`src/rtl/game_input_pkg.sv`:
```
// game_input_pkg
//   Shared definitions for the player-control input stage.
//   Contents:
//     btn_state_t              per-button debounce FSM states (2-bit, all encodings used)
//     CLK_HZ                   system clock frequency (i_clk_25MHz)
//     DEBOUNCE_CYCLES_DEFAULT  10 ms of stable input at 25 MHz
//     REPEAT_CYCLES_DEFAULT    100 ms auto-repeat period at 25 MHz
//     counter_width()          width of a counter able to hold max(a, b)
package game_input_pkg;

    localparam int unsigned CLK_HZ                  = 25_000_000;
    localparam int unsigned DEBOUNCE_CYCLES_DEFAULT = 250_000;
    localparam int unsigned REPEAT_CYCLES_DEFAULT   = 2_500_000;

    typedef enum logic [1:0] {
        RELEASED      = 2'd0,
        PRESS_CHECK   = 2'd1,
        PRESSED       = 2'd2,
        RELEASE_CHECK = 2'd3
    } btn_state_t;

    function automatic int unsigned counter_width(input int unsigned a, input int unsigned b);
        int unsigned m;
        m = (a > b) ? a : b;
        return $clog2(m + 1);
    endfunction

endpackage

```
`src/rtl/button_conditioner_channel.sv`:
```
// debounce_channel
//   One button: 2-flop synchroniser, debounce FSM, shared cycle counter.
//   Optional feature macro: BUTTON_CONDITIONER_AUTOREPEAT_EN
//     defined   -> while held, extra press pulses every REPEAT_CYCLES clocks
//     undefined -> exactly one pulse per accepted press
//   Ports:
//     i_clk_25MHz  system clock
//     i_reset      synchronous, active-low reset
//     i_raw        raw asynchronous button input (active-high, may bounce)
//     o_level      debounced level (registered)
//     o_pulse      one-cycle pulse on accepted press (registered)
module debounce_channel
    import game_input_pkg::*;
#(
    parameter int unsigned DEBOUNCE_CYCLES = DEBOUNCE_CYCLES_DEFAULT,
    parameter int unsigned REPEAT_CYCLES   = REPEAT_CYCLES_DEFAULT
) (
    input  logic i_clk_25MHz,
    input  logic i_reset,
    input  logic i_raw,
    output logic o_level,
    output logic o_pulse
);

    localparam int unsigned CNT_W = counter_width(DEBOUNCE_CYCLES, REPEAT_CYCLES);
    localparam logic [CNT_W-1:0] DB_LAST = CNT_W'(DEBOUNCE_CYCLES - 1);
    localparam logic [CNT_W-1:0] CNT_ONE = CNT_W'(1);
`ifdef BUTTON_CONDITIONER_AUTOREPEAT_EN
    localparam logic [CNT_W-1:0] RP_LAST = CNT_W'(REPEAT_CYCLES - 1);
`endif

    logic             sync_q1;
    logic             sync_s;
    btn_state_t       state_q;
    btn_state_t       state_d;
    logic [CNT_W-1:0] cnt_q;
    logic [CNT_W-1:0] cnt_d;
    logic             level_d;
    logic             pulse_d;

    always_ff @(posedge i_clk_25MHz) begin
        if (!i_reset) begin
            sync_q1 <= 1'b0;
            sync_s  <= 1'b0;
            state_q <= RELEASED;
            cnt_q   <= '0;
            o_level <= 1'b0;
            o_pulse <= 1'b0;
        end else begin
            sync_q1 <= i_raw;
            sync_s  <= sync_q1;
            state_q <= state_d;
            cnt_q   <= cnt_d;
            o_level <= level_d;
            o_pulse <= pulse_d;
        end
    end

    // The counter is shared: debounce qualification in the CHECK states,
    // auto-repeat timing in PRESSED. Every state change clears or reloads it.
    always_comb begin
        state_d = state_q;
        cnt_d   = cnt_q;
        level_d = o_level;
        pulse_d = 1'b0;
        case (state_q)
            RELEASED: begin
                level_d = 1'b0;
                cnt_d   = '0;
                if (sync_s) begin
                    state_d = PRESS_CHECK;
                    cnt_d   = CNT_ONE;
                end
            end
            PRESS_CHECK: begin
                if (!sync_s) begin
                    state_d = RELEASED;
                    cnt_d   = '0;
                end else if (cnt_q == DB_LAST) begin
                    // this edge is the DEBOUNCE_CYCLES-th consecutive high sample
                    state_d = PRESSED;
                    level_d = 1'b1;
                    pulse_d = 1'b1;
                    cnt_d   = '0;
                end else begin
                    cnt_d = cnt_q + CNT_ONE;
                end
            end
            PRESSED: begin
                level_d = 1'b1;
                if (!sync_s) begin
                    state_d = RELEASE_CHECK;
                    cnt_d   = CNT_ONE;
                end else begin
`ifdef BUTTON_CONDITIONER_AUTOREPEAT_EN
                    if (cnt_q == RP_LAST) begin
                        pulse_d = 1'b1;
                        cnt_d   = '0;
                    end else begin
                        cnt_d = cnt_q + CNT_ONE;
                    end
`else
                    cnt_d = '0;
`endif
                end
            end
            RELEASE_CHECK: begin
                if (sync_s) begin
                    state_d = PRESSED;
                    cnt_d   = '0;
                end else if (cnt_q == DB_LAST) begin
                    state_d = RELEASED;
                    level_d = 1'b0;
                    cnt_d   = '0;
                end else begin
                    cnt_d = cnt_q + CNT_ONE;
                end
            end
            default: begin
                state_d = RELEASED;
                level_d = 1'b0;
                cnt_d   = '0;
            end
        endcase
    end

endmodule

```
`src/rtl/button_conditioner.sv`:
```
// button_conditioner
//   Player-control front end: left, right and fire buttons are each
//   synchronised and debounced by an independent debounce_channel.
//   No arbitration between channels; simultaneous presses all assert.
//   Optional feature macro: BUTTON_CONDITIONER_AUTOREPEAT_EN (auto-repeat pulses).
//   Ports:
//     i_clk_25MHz                                system clock, 25 MHz
//     i_reset                                    synchronous, active-low reset
//     i_left_raw / i_right_raw / i_fire_raw      raw buttons (async, active-high)
//     o_left_level / o_right_level / o_fire_level debounced levels
//     o_left_pulse / o_right_pulse / o_fire_pulse one-cycle press pulses
module button_conditioner
    import game_input_pkg::*;
#(
    parameter int unsigned DEBOUNCE_CYCLES = DEBOUNCE_CYCLES_DEFAULT,
    parameter int unsigned REPEAT_CYCLES   = REPEAT_CYCLES_DEFAULT
) (
    input  logic i_clk_25MHz,
    input  logic i_reset,
    input  logic i_left_raw,
    input  logic i_right_raw,
    input  logic i_fire_raw,
    output logic o_left_level,
    output logic o_right_level,
    output logic o_fire_level,
    output logic o_left_pulse,
    output logic o_right_pulse,
    output logic o_fire_pulse
);

    debounce_channel #(
        .DEBOUNCE_CYCLES(DEBOUNCE_CYCLES),
        .REPEAT_CYCLES  (REPEAT_CYCLES)
    ) u_left (
        .i_clk_25MHz(i_clk_25MHz),
        .i_reset    (i_reset),
        .i_raw      (i_left_raw),
        .o_level    (o_left_level),
        .o_pulse    (o_left_pulse)
    );

    debounce_channel #(
        .DEBOUNCE_CYCLES(DEBOUNCE_CYCLES),
        .REPEAT_CYCLES  (REPEAT_CYCLES)
    ) u_right (
        .i_clk_25MHz(i_clk_25MHz),
        .i_reset    (i_reset),
        .i_raw      (i_right_raw),
        .o_level    (o_right_level),
        .o_pulse    (o_right_pulse)
    );

    debounce_channel #(
        .DEBOUNCE_CYCLES(DEBOUNCE_CYCLES),
        .REPEAT_CYCLES  (REPEAT_CYCLES)
    ) u_fire (
        .i_clk_25MHz(i_clk_25MHz),
        .i_reset    (i_reset),
        .i_raw      (i_fire_raw),
        .o_level    (o_fire_level),
        .o_pulse    (o_fire_pulse)
    );

endmodule

```
`config.mk`:
```
export PLATFORM = sky130hd
export DESIGN_NAME = button_conditioner
export DESIGN_NICKNAME = d
export VERILOG_FILES = /design/src/rtl/game_input_pkg.sv /design/src/rtl/button_conditioner_channel.sv /design/src/rtl/button_conditioner.sv
export SDC_FILE = /design/constraint.sdc
export NUM_CORES = 1
export LEC_CHECK = 0
export ABC_AREA = 0
export BUFFER_PORTS_ARGS = -buffer_cell sky130_fd_sc_hd__buf_2
export CORE_UTILIZATION = 60
export CTS_BUF_LIST = sky130_fd_sc_hd__clkbuf_2 sky130_fd_sc_hd__clkbuf_4 sky130_fd_sc_hd__clkbuf_8
export DETAILED_ROUTE_END_ITERATION = 8
export HOLD_SLACK_MARGIN = 0.12
export PLACE_DENSITY = 0.77
export SYNTH_ARGS = -nofsm -noshare
export SYNTH_HDL_FRONTEND = slang
export SYNTH_HIERARCHICAL = 1
export SYNTH_SLANG_ARGS = --single-unit
```
`constraint.sdc`:
```
create_clock -name i_clk_25MHz -period 2.1 [get_ports i_clk_25MHz]
set_input_delay 0.42 -clock i_clk_25MHz [delete_from_list [all_inputs] [get_ports i_clk_25MHz]]
set_output_delay 0.42 -clock i_clk_25MHz [all_outputs]
set_load 0.005 [all_outputs]
```
==> run summary <==
The flow ran to the end, and the final reports show no timing, DRC or antenna violations. For the worst setup path, the data required time is 2.38 ns. The count of unresolved DRC violations after routing was 0. The average vias per placed instance works out to 5.50. In this run the standard cell core region covers 0.00687 mm².

The startpoint identified for the worst register-to-register timing path is u_right/cnt_q[0]. The run gives 0 as the post-CTS setup buffer count. After layout, the minimum clock period comes to 1.95 ns. The mean routed wirelength per cell is 13.2 µm, and the multi-input logic area is 0.00249 mm². In this run the static leakage power is 1.61 nW. The tools report the placement-stage worst setup slack as 0.184 ns.

The global-route usage over all layers was 22.4%. The slowest stage of the critical path is the or4b_1 cell. The worst hold path passes through 2 cells. For this design the ratio of total power to cell area is 767 mW/mm². After clock tree synthesis, the clock-pin slew on the worst setup and hold paths is 0.08 ns.

Setup repair after global routing left no endpoint under its margin. Routed signal wires occupy layers up through met4. Origin of the worst min-delay path: i_right_raw. The delay of the slowest cell on the worst path came out at 0.47 ns. The tools report the number of iterations in the first detailed-routing pass as 4. The part of the power in the clock network was 35.1%. In this run the number of H-tree levels came out at 3. The worst-case IR drop observed on VDD is 472 µV. Compared with the post-synthesis result, the final layout area differs by 8.07%. Capture point of the worst path: u_right/cnt_q[2]. The final count of pins violating max slew was 0; the effective utilization at floorplan was 63.0%.

The final route contains 3,255 vias. The proportion of total power due to net switching is 26.9%, and the power dissipated by switching net loads is 0.964 mW. The tools report the overflow left after global routing as 0. In this run the tightest slew margin relative to its limit is 70.5%.

In this run, flip-flops and latches consume 49.1% of the power. After the first detailed-routing iteration, the DRC count stood at 148. Leaving out fill and tap cells, the most frequent cells in the layout are dfxtp_1 (84), nor2_1 (75), xnor2_1 (31). The hold buffer count at cts is 0.

The number of flops mapped to enable cells by yosys is 0. Wires add up to 7800 µm. The clock drives 84 sinks. The number of antenna diodes in the final layout is 0. The die is 86.9 µm tall.

The number of antenna violations at the first check in global routing was 0. The tool flagged a number of max-cap violations equal to 0. The logs give 9 for the TritonCTS buffer count and 0.00168 mm² for the area used by sequential logic in the layout. Traced cell by cell, the critical path runs through ha_1, and3_2, nand4_1, nor2_1, or4b_1, buf_4, nor2_1. The post-route fraction of the period consumed by the critical path works out to 92.7%. The chip width is 86.9 µm.

Setup violations remaining at the end of the flow were counted as 0. The share of layout cells above drive strength 1 was 17.5%; the cell area reported after detailed placement was 0.00445 mm². The floorplan step defined a die boundary enclosing 0.00755 mm². In the detailed route, the total length drawn on met3 is 182 µm.

The tools report the total routed wire length on the met1 layer as 3830 µm. Startpoint of the worst setup timing path: u_right/cnt_q[0]. The setup path with the least slack is of type reg2reg.

Endpoint kind of the worst setup timing path: a register. For the worst clock skew, the log shows 0.00747 ns. At the pin with the least slew margin, the transition time is 0.436 ns.

Combinational cell fraction of total power: 15.8%. In this run the cell area of the synthesized design comes to 0.00433 mm². The run gives 2.62 mW as the internal power consumption. The final count of hold timing violations is 0, and the count of mapped cells out of synthesis is 476.

The main flop type after synthesis is dfxtp_1. STA classifies the critical path startpoint as a register. Synthesis inferred 84 register bits. The count of nets left with antenna violations once routing finished came out at 0. In this run the critical register-to-register path is captured at u_right/cnt_q[2]. The number of distinct library cells after synthesis was 47; the maximum buffer depth of the clock tree was 2.

The wire-length estimate of the detail-placed layout is 5440 µm. Net count after synthesis: 499. The most frequent cell on the critical path is nor2_1. Dividing the synthesized area by the synthesized cell count gives 9.09 µm². For this run, the register share of the synthesized area comes to 38.9%.

The number of cell instances on the worst register-to-register path was 7. The later pin in the worst-skew pair is clocked with a latency of 0.35 ns. The tools report the register-to-register setup slack as 0.15 ns.

At the worst endpoint, the arrival time is 2.23 ns. The most common cell after layout, fill and taps aside is dfxtp_1. In this run the worst hold path is classified as in2reg. The tools report the via count of the first global-routing pass as 2,955. The share of flip-flops with an asynchronous set or reset is 0%. TritonCTS built the clock tree. Across all setup checks in the final design, the least slack found is 0.153 ns. Once layout is done, the placed cells without fillers occupy 0.00467 mm². The count of synthesis-stage warnings from yosys was 6. Pin placement for this block handled 11 I/O pins. The number of gates resized after CTS was 0. After the last flow step, the layout net total stands at 514.

The met2 wire length is 3730 µm, and the number of core rows is 30. The congestion estimate from routability-driven global placement came to 0.853. The largest fanout of any net on the critical path was 21; the aggregate negative setup slack was 0 ns.

The pin count of the biggest net entering global routing was 22. The root buffer cell chosen for the clock tree is clkbuf_8. Based on the critical path, the design can be clocked at up to 0.514 GHz. The first-pass GRT wire length is 13,400 µm. Input and output buffers added on the ports amount to 10. The total of fill cells in the finished design came out at 571.
==> synthesized netlist by cell type, drive strengths merged, types with 2 or more instances <==
cell | count | area [µm²]
a2111oi | 3 | 40.0
a32oi | 3 | 26.3
a41oi | 2 | 17.5
and2 | 6 | 37.5
and3 | 9 | 67.6
and4 | 5 | 50.1
buf | 7 | 60.1
clkbuf | 3 | 11.3
dfxtp | 84 | 1680
ha | 18 | 225
inv | 22 | 82.6
mux2i | 7 | 70.1
nand2 | 27 | 101
nand2b | 6 | 37.5
nand3 | 31 | 170
nand4 | 17 | 131
nor2 | 98 | 425
nor3 | 16 | 80.1
nor4 | 11 | 156
nor4b | 5 | 68.8
o21ai | 15 | 75.1
o311a | 3 | 30.0
o311ai | 3 | 26.3
o31ai | 3 | 32.5
or2 | 5 | 31.3
or4 | 3 | 30.0
xnor2 | 31 | 272
xor2 | 29 | 254
==> sequential cells by signal (all words and copies together) (netlist names), named ones only <==
signal and cells:
u_fire/cnt_q 22, u_left/cnt_q 22, u_right/cnt_q 22, u_fire/o_level 1, u_fire/o_pulse 1, u_fire/state_q 1, u_fire/sync_q1 1, u_fire/sync_s 1
u_left/o_level 1, u_left/o_pulse 1, u_left/state_q 1, u_left/sync_q1 1, u_left/sync_s 1, u_right/o_level 1, u_right/o_pulse 1, u_right/state_q 1
u_right/sync_q1 1, u_right/sync_s 1
==> power groups by stage <==
stage	Combinational, mW	Clock (mW)	Sequential [mW]
4_1_cts	0.563	1.30	1.76
6_report	0.567	1.26	1.76
2_1_floorplan	0.425	0	1.77
5_1_grt	0.636	1.37	1.78
3_5_place_dp	0.559	0	1.80
3_3_place_gp	0.535	0	1.79
==> cell type report <==
type	count	share of cell area (%)
Multi-Input combinational cell	360	53.3
Sequential cell	84	36.0
Clock buffer	11	3.10
Tap cell	96	2.57
Inverter	22	1.77
Timing Repair Buffer	14	1.71
Clock inverter	5	1.61
==> worst max-delay path: cells and delay by family (launching register included) <==
family	cells	cell delay, ns
and+or+nand+nor	5	1.08
DFF	1	0.34
adders and majority gates	1	0.23
buffers and inverters	1	0.23
==> worst min-delay path by stage <==
stage / slack (ns) / to
2_1_floorplan: 0.41 / u_fire/sync_s
3_3_place_gp: 0.41 / u_right/sync_s
3_5_place_dp: 0.42 / u_fire/sync_s
4_1_cts: 0.26 / u_right/sync_q1
5_1_grt: 0.26 / u_right/sync_q1
6_report: 0.28 / u_right/sync_q1
==> per-layer routing <==
metal / up-vias / global-route usage [%]
met5: - / 0
met4: 0 / 7.58
met3: 6 / 6.26
met2: 38 / 35.4
met1: 1549 / 29.5
li1: 1662 / -
==> through the flow <==
step	std cells	util, %	total power, mW	hold slack, ns
2_1_floorplan	476	-	2.20	0.412
3_3_place_gp	576	64.8	2.33	0.415
3_5_place_dp	576	64.8	2.35	0.420
4_1_cts	592	68.1	3.62	0.259
5_1_grt	592	68.1	3.78	0.259
6_report	592	68.1	3.59	0.277
==> cells by family after synthesis <==
family | synth area share (%)
and+or+nand+nor | 32.7
AOI/OAI and AO/OA | 5.90
xor gates and xnor gates | 12.1
DFF | 38.9
adders and majority gates | 5.21
buffers and inverters | 3.56
muxes | 1.62
Power figures use the tool's default switching activity.
